<file path="src/rtl/fp_spi_pkg.sv">
// Shared definitions for the front-panel SPI link: command codes, device
// reply constants and the host FSM state encoding.
package fp_spi_pkg;

  localparam logic [7:0] NO_OPERATION   = 8'h00;
  localparam logic [7:0] WRITE_LED_PORT = 8'h01;
  localparam logic [7:0] READ_CHIP_ID   = 8'h06;
  localparam logic [7:0] READ_VENDOR_ID = 8'h19;
  localparam logic [7:0] READ_PORT      = 8'h1F;

  localparam logic [7:0] CHIP_ID   = 8'h71;
  localparam logic [7:0] VENDOR_ID = 8'hAE;
  localparam logic [7:0] ACK       = 8'h01;
  localparam logic [7:0] NAK       = 8'h80;

  typedef enum logic [2:0] {
    ST_IDLE,
    ST_SETUP,
    ST_SHIFT,
    ST_HOLD,
    ST_GAP
  } state_t;

endpackage

</file>
<file path="src/rtl/fp_spi_tick.sv">
// Half-period divider: emits a one-cycle tick every CLK_DIV enabled cycles.
// Held at zero while disabled so the first tick lands exactly CLK_DIV cycles after enable.
module fp_spi_tick #(
  parameter int CLK_DIV = 4
) (
  input  logic SCLK,
  input  logic NRST,
  input  logic en,
  output logic tick
);

  logic [7:0] cnt;

  assign tick = en && (cnt == 8'(CLK_DIV - 1));

  always_ff @(posedge SCLK or posedge NRST) begin
    if (NRST) begin
      cnt <= '0;
    end else if (!en || tick) begin
      cnt <= '0;
    end else begin
      cnt <= cnt + 8'd1;
    end
  end

endmodule

</file>
<file path="src/rtl/fp_spi_host.sv">
// SPI mode-0 initiator: one 16-bit frame {WDATA,CMD} per START, LSB first.
// The reply to CMD arrives during the data byte and is presented on RDATA with DONE.
module fp_spi_host #(
  parameter int         CLK_DIV    = 4,
  parameter logic [7:0] NAK_CODE   = 8'h80,
  parameter int         GAP_HALVES = 1
) (
  input  logic       SCLK,
  input  logic       NRST,
  input  logic       START,
  input  logic [7:0] CMD,
  input  logic [7:0] WDATA,
  output logic       BUSY,
  output logic       DONE,
  output logic [7:0] RDATA,
  output logic       NAK,
  output logic       SPI_CK,
  output logic       MOSI,
  input  logic       MISO,
  output logic       SS
);

  import fp_spi_pkg::*;

  state_t      state;
  logic [15:0] tx_sr;
  logic [15:0] rx_sr;
  logic [4:0]  bit_idx;
  logic [7:0]  gap_cnt;
  logic        tick;

  fp_spi_tick #(.CLK_DIV(CLK_DIV)) u_tick (
    .SCLK (SCLK),
    .NRST (NRST),
    .en   (state != ST_IDLE),
    .tick (tick)
  );

  always_ff @(posedge SCLK or posedge NRST) begin
    if (NRST) begin
      state   <= ST_IDLE;
      tx_sr   <= '0;
      rx_sr   <= '0;
      bit_idx <= '0;
      gap_cnt <= '0;
      SS      <= 1'b1;
      SPI_CK  <= 1'b0;
      MOSI    <= 1'b0;
      BUSY    <= 1'b0;
      DONE    <= 1'b0;
      RDATA   <= '0;
      NAK     <= 1'b0;
    end else begin
      DONE <= 1'b0;
      case (state)
        ST_IDLE: begin
          if (START && !BUSY) begin
            tx_sr   <= {WDATA, CMD};
            rx_sr   <= '0;
            bit_idx <= '0;
            MOSI    <= CMD[0];
            SS      <= 1'b0;
            BUSY    <= 1'b1;
            state   <= ST_SETUP;
          end
        end
        ST_SETUP: begin
          if (tick) begin
            SPI_CK  <= 1'b0;
            bit_idx <= '0;
            state   <= ST_SHIFT;
          end
        end
        ST_SHIFT: begin
          if (tick) begin
            SPI_CK <= ~SPI_CK;
            // Falling edge: capture the device bit, then present the next one.
            if (SPI_CK) begin
              rx_sr   <= {MISO, rx_sr[15:1]};
              tx_sr   <= {1'b0, tx_sr[15:1]};
              MOSI    <= tx_sr[1];
              bit_idx <= bit_idx + 5'd1;
              if (bit_idx == 5'd15) begin
                state <= ST_HOLD;
              end
            end
          end
        end
        ST_HOLD: begin
          if (tick) begin
            SS      <= 1'b1;
            gap_cnt <= '0;
            state   <= ST_GAP;
          end
        end
        ST_GAP: begin
          // GAP_HALVES is at least 1; the first data byte reply is discarded.
          if (tick) begin
            if (gap_cnt == 8'(GAP_HALVES - 1)) begin
              BUSY  <= 1'b0;
              DONE  <= 1'b1;
              RDATA <= rx_sr[15:8];
              NAK   <= (rx_sr[15:8] == NAK_CODE);
              state <= ST_IDLE;
            end else begin
              gap_cnt <= gap_cnt + 8'd1;
            end
          end
        end
        default: state <= ST_IDLE;
      endcase
    end
  end

endmodule
</file>
<file path="config.mk">
export PLATFORM = sky130hd
export DESIGN_NAME = fp_spi_host
export DESIGN_NICKNAME = d
export VERILOG_FILES = /design/src/rtl/fp_spi_pkg.sv /design/src/rtl/fp_spi_tick.sv /design/src/rtl/fp_spi_host.sv
export SDC_FILE = /design/constraint.sdc
export NUM_CORES = 1
export LEC_CHECK = 0
export CAP_MARGIN = 10
export CORE_AREA = 2 2 74 76
export CTS_BUF_LIST = sky130_fd_sc_hd__clkbuf_16
export DETAILED_ROUTE_END_ITERATION = 12
export DIE_AREA = 0 0 76 78
export PLACE_DENSITY_LB_ADDON = 0.15
export SLEW_MARGIN = 20
export SYNTH_ARGS = -nofsm -noshare
export SYNTH_HDL_FRONTEND = slang
export SYNTH_SLANG_ARGS = --single-unit
</file>
<file path="constraint.sdc">
create_clock -name SCLK -period 3.6 [get_ports SCLK]
set_input_delay 1.08 -clock SCLK [delete_from_list [all_inputs] [get_ports SCLK]]
set_output_delay 1.08 -clock SCLK [all_outputs]
set_load 0.02 [all_outputs]
</file>
* Word-level counts from Yosys, hierarchy flattened
Cells that the tools add are included.
** Word-level totals
- Bits of input ports :: 20
- Logic and storage cells :: 99
- Register bits :: 70
** Cells by class
- Mux-type cells :: 44
- Equal/unequal tests :: 16
- Bitwise operators :: 1
- Add/subtract/negate cells :: 3
- Reductions and logical operators :: 22
** Operators by type and width (number)
- 16-bit two-way mux :: 6
- 16-bit one-hot mux with 2 select lines :: 2
- 8-bit two-way mux :: 4
- 3-bit two-way mux :: 8
- 5-bit two-way mux :: 4
- 8-bit by 1-bit adder with 8-bit output, second input constant :: 2
- 8-bit one-hot mux with 2 select lines :: 1
- 3-bit one-hot mux with 5 select lines :: 1
- 5-bit one-hot mux with 3 select lines :: 1
- 1-bit two-way mux :: 13
- 4-bit AND reduction :: 3
- 2-bit inequality test, second input constant :: 5
- 2-bit nonzero test :: 5
- 3-bit AND reduction :: 3
- 8-bit by 2-bit == test with 1-bit output, second input constant :: 1
- 8-bit == test, second input constant :: 1
- 8-bit zero test :: 1
- 2-bit by 1-bit inequality test with 1-bit output, second input constant :: 4
- 1-bit one-hot mux with 2 select lines :: 4
- 8-bit AND reduction :: 1
- 3-bit by 2-bit == test with 1-bit output, second input constant :: 2
- 3-bit nonzero test :: 2
- 5-bit by 1-bit adder with 5-bit output, second input constant :: 1
- 5-bit by 4-bit == test with 1-bit output, second input constant :: 1
- other kinds (8) :: 10

* Logic depth before layout (Yosys ltp)
- Depth after elaboration :: 5
- Depth in mapped cells :: 8

* Hierarchy
From an unflattened synthesis, not the netlist that was laid out.
** Unflattened totals
- Cells, all modules :: 282
- Area, all modules :: 2950.3 um^2
** By module, submodules not included
- fp_spi_host :: instances 1, area each 2547.4 um^2, seq. area each 1327.5 um^2, cells an instance 242
- fp_spi_tick :: instances 1, area each 402.9 um^2, seq. area each 200.2 um^2, cells an instance 40

* Worst setup path before layout
Ideal clock, no wire load.
- Path type :: input port to flip-flop
- Start :: input START
- End :: register tx_sr[0]
- Required time :: 3.523 ns
- Setup slack :: 1.382 ns
- Library setup time :: 0.077 ns
- Stages on the path :: 6
- Data arrival time :: 2.141 ns
- Path through :: nor3b_1 -> and2_1 -> clkbuf_1 -> clkbuf_1 -> nor3_1 -> a21oi_1
** On the way
- Cells in the longest elaborated chain, start to end :: 3
** Ends and longest elaborated chain
- start: declaration :: line fp_spi_host.sv:10 : input logic START,
- 1-bit logical AND :: line fp_spi_host.sv:57 : if (START && !BUSY) begin
- 2-bit inequality test (no line)
- 4-bit AND reduction (no line)
- end signal: assignment :: line fp_spi_host.sv:58 : tx_sr <= {WDATA, CMD};
- end signal: assignment :: line fp_spi_host.sv:80 : tx_sr <= {1'b0, tx_sr[15:1]};
- end: declaration :: line fp_spi_host.sv:26 : logic [15:0] tx_sr;
Every way passes these cells.
A chain may end at the register's enable or synchronous reset.

* Worst setup path in the final report
- Start :: input START
- End :: register tx_sr[4]
Same word-level chain as after synthesis.

==> impl_metrics.yaml <==
outcome:
  status: "complete, no violations"
min_path:
  hold_class: "flip-flop to flip-flop"
  min_from: "tx_sr[15]$_DFFE_PP0P_"
  whs_path_depth: 2
  holdPathEnd: "tx_sr[15]$_DFFE_PP0P_"
placed_design:
  post-place-ws_ns: 0.599
  place_hpwl_um: 3880
  gp_congestion: 0.819
  port_buffers: 33
cts:
  cts_repair_resize_count: 0
  cts_tree: "done"
  clk_pin_slew_ns: 0.05
  cts_hold_buffers: 0
  post-cts-setup-buffers: 0
  clock_path_buffers: 2
  clock-root-buffer: "clkbuf_16"
  htree_levels: 3
  clk_latency_ns: 0.33
  cts_sinks: 61
  numCtsBuffers: 9
timing:
  period_share_pct: 73.1
  slew_viol_final: 0
  min_period_ns: 2.63
  fin_tns_setup_ns: 0
  setup_ws_ns: 0.968
  fmax_mhz: 380
  skew_ns: 0.00470
  relSlewSlack_pct: 40.2
  finalSetupViolations: 0
  worst_pin_slew_ns: 0.898
  finalHoldViolations: 0
  rsz0062_at_grt: "false"
yosys:
  yosysTopAreaCellShare_pct: 50.5
  syn-instance-count: 291
  synth-seq-cells: 61
  synth_compound_area_share_pct: 10.6
  synth_top_family_by_area: "simple AND/OR/NAND/NOR gates"
  synth_nets: 316
  yosysSeqAreaShare_pct: 51.3
  syn-cell-area_um2: 2980
  synth_adder_area_share_pct: 2.10
  yosys.area.top_type: "dfrtp_1"
  synth-simple-area-share_pct: 21.4
  synth.area.top_cells: "dfrtp_1, mux2i_1, nand3_1, a21oi_1, mux2_2"
  synthMuxAreaShare_pct: 8.45
  synth.avg_cell_area_um2: 10.2
  synthArstFlopShare_pct: 100
  yosys_warnings: 0
  synth_ff_type: "dfrtp_1"
  yosysUniqueCellTypes: 49
  synth_xor_xnor_area_share_pct: 2.35
  synth-edff-count: 0
worst_setup_path:
  start_kind: "input pin"
  crit_type: "input pin to flip-flop"
  crit_path_max_fanout: 15
  r2r_end: "tx_sr[4]$_DFFE_PP0P_"
  ff2ff_path_depth: 5
  cp-end-kind: "flip-flop"
  critPathArrivalTime_ns: 2.81
  reg2reg_slack_ns: 1.01
  rr_startpoint: "state[1]$_DFFE_PP0P_"
  required_ns: 3.78
routing:
  routedWlPerCell_um: 15.5
  postRouteAntennaNets: 0
  viasPerCell: 5.84
  routed_wl_um: 6090
  drc: 0
  drt_iter0_drc: 175
  first_pass_iters: 4
  vias: 2300
global_routing:
  grt_pass1_wl_um: 10300
  grt_max_degree: 62
  grtUsageMet2_pct: 34.1
  gr-usage-met1_pct: 29.4
  grt_pass1_vias: 2170
  busiest_layer: "met2"
  antenna_found_initial: 0
  grt_use_total_pct: 22.0
  globalRouteOverflowTotal: 0
  use_met3_pct: 3.95
cells_and_area:
  drive_gt1_share_pct: 9.88
  syn_to_final_growth_pct: 22.6
  finish.utilization_pct: 72.3
  n_fill_cell: 361
  multi_input_area_um2: 1340
  layout_commonest_cell: "dfrtp_1"
  final_cell_mix: "dfrtp_1, clkdlybuf4s50_1, nand3_1"
  seq_area_um2: 1530
  antenna_cells: 0
  final_nets: 344
floorplanning:
  row_count: 26
  initial_core_util_pct: 59.0
  die_h_um: 78
  io_pins: 34
  core_area_um2: 5040
  die_w_um: 76
  die_area_um2: 5930
power_and_ir_drop:
  vdd_drop_max_uv: 352
  power_density_nw_per_um2: 443
  p_leak_uw: 0.00176
job:
  max_cap_violations: 0
==> how the worst max path moves through the flow <==
| stage | slack, ns | cells past startpoint | end | startpoint |
|---|---|---|---|---|
| finish | 0.97 | 5 | tx_sr[4]$_DFFE_PP0P_ | START |
| global placement | 0.67 | 5 | tx_sr[2]$_DFFE_PP0P_ | START |
| global route | 0.83 | 5 | tx_sr[4]$_DFFE_PP0P_ | START |
| detailed placement | 0.60 | 5 | tx_sr[4]$_DFFE_PP0P_ | START |
| floorplan | 1.01 | 1 | BUSY$_DFFE_PP0P_ | NRST |
| CTS | 0.96 | 5 | tx_sr[4]$_DFFE_PP0P_ | START |
==> report_power, final <==
group          switching (µW)  internal [µW]
clock network             289            595
registers                3.36            690
logic                    18.0           22.1
==> cell usage after synthesis, types with 2 or more instances <==
cell type  instances
dfrtp_1           60
nand3_1           29
a21oi_1           21
nand2_1           20
nor3_1            19
nor2_1            16
mux2i_1           15
o21ai_0           11
clkbuf_1           9
mux2_2             9
buf_2              8
inv_1              7
and3_1             5
ha_1               5
xor2_1             5
nand4_1            4
a21o_1             3
a22o_1             3
nor3b_1            3
xnor2_1            3
a211o_1            2
and2_1             2
nand2b_1           2
nand3b_1           2
nor4_1             2
nor4b_1            2
o31ai_1            2
==> logic make-up after synthesis <==
| kind of cell | count (synthesis) |
|---|---|
| buffers and inverters | 25 |
| AO/OA/AOI/OAI | 52 |
| adder cells (fa/ha/maj) | 5 |
| AND/OR/NAND/NOR | 116 |
| flip-flops | 61 |
| multiplexers | 24 |
| XOR/XNOR | 8 |
==> area by class of cell <==
class                   count  share of cell area [%]
inverters                   7                   0.720
clock inverters             7                    2.23
repair buffers             35                    9.81
flip-flops and latches     61                    41.9
multi-input cells         205                    36.8
clock buffers               9                    6.17
well taps                  70                    2.40
==> per-stage QoR <==
stage | hold slack (ns) | area, µm² | cells | power, µW
floorplan | 0.459 | 2980 | 291 | 716
global placement | 0.478 | 3340 | 378 | 745
detailed placement | 0.482 | 3340 | 378 | 746
CTS | 0.494 | 3650 | 394 | 1630
global route | 0.522 | 3650 | 394 | 1660
finish | 0.495 | 3650 | 394 | 1620
==> routing by layer <==
layer | vias to the layer above | wire (µm)
met5 | - | 0
met4 | 0 | 137
met3 | 12 | 240
met2 | 61 | 3000
met1 | 1117 | 2720
li1 | 1110 | -
==> state kept, by name (all words and copies together), names as in the netlist <==
register    flops
BUSY            1
DONE            1
NAK             1
RDATA           8
SPI_CK          1
SS              1
bit_idx         5
gap_cnt         8
rx_sr           8
state           3
tx_sr          16
u_tick.cnt      8
==> critical path, stage by stage <==
cell	delay, ns
clkdlybuf4s50_1	0.47
nor3b_1	0.32
nand2_1	0.31
nand2_1	0.49
a21oi_1	0.14
Power figures use the tool's default switching activity.
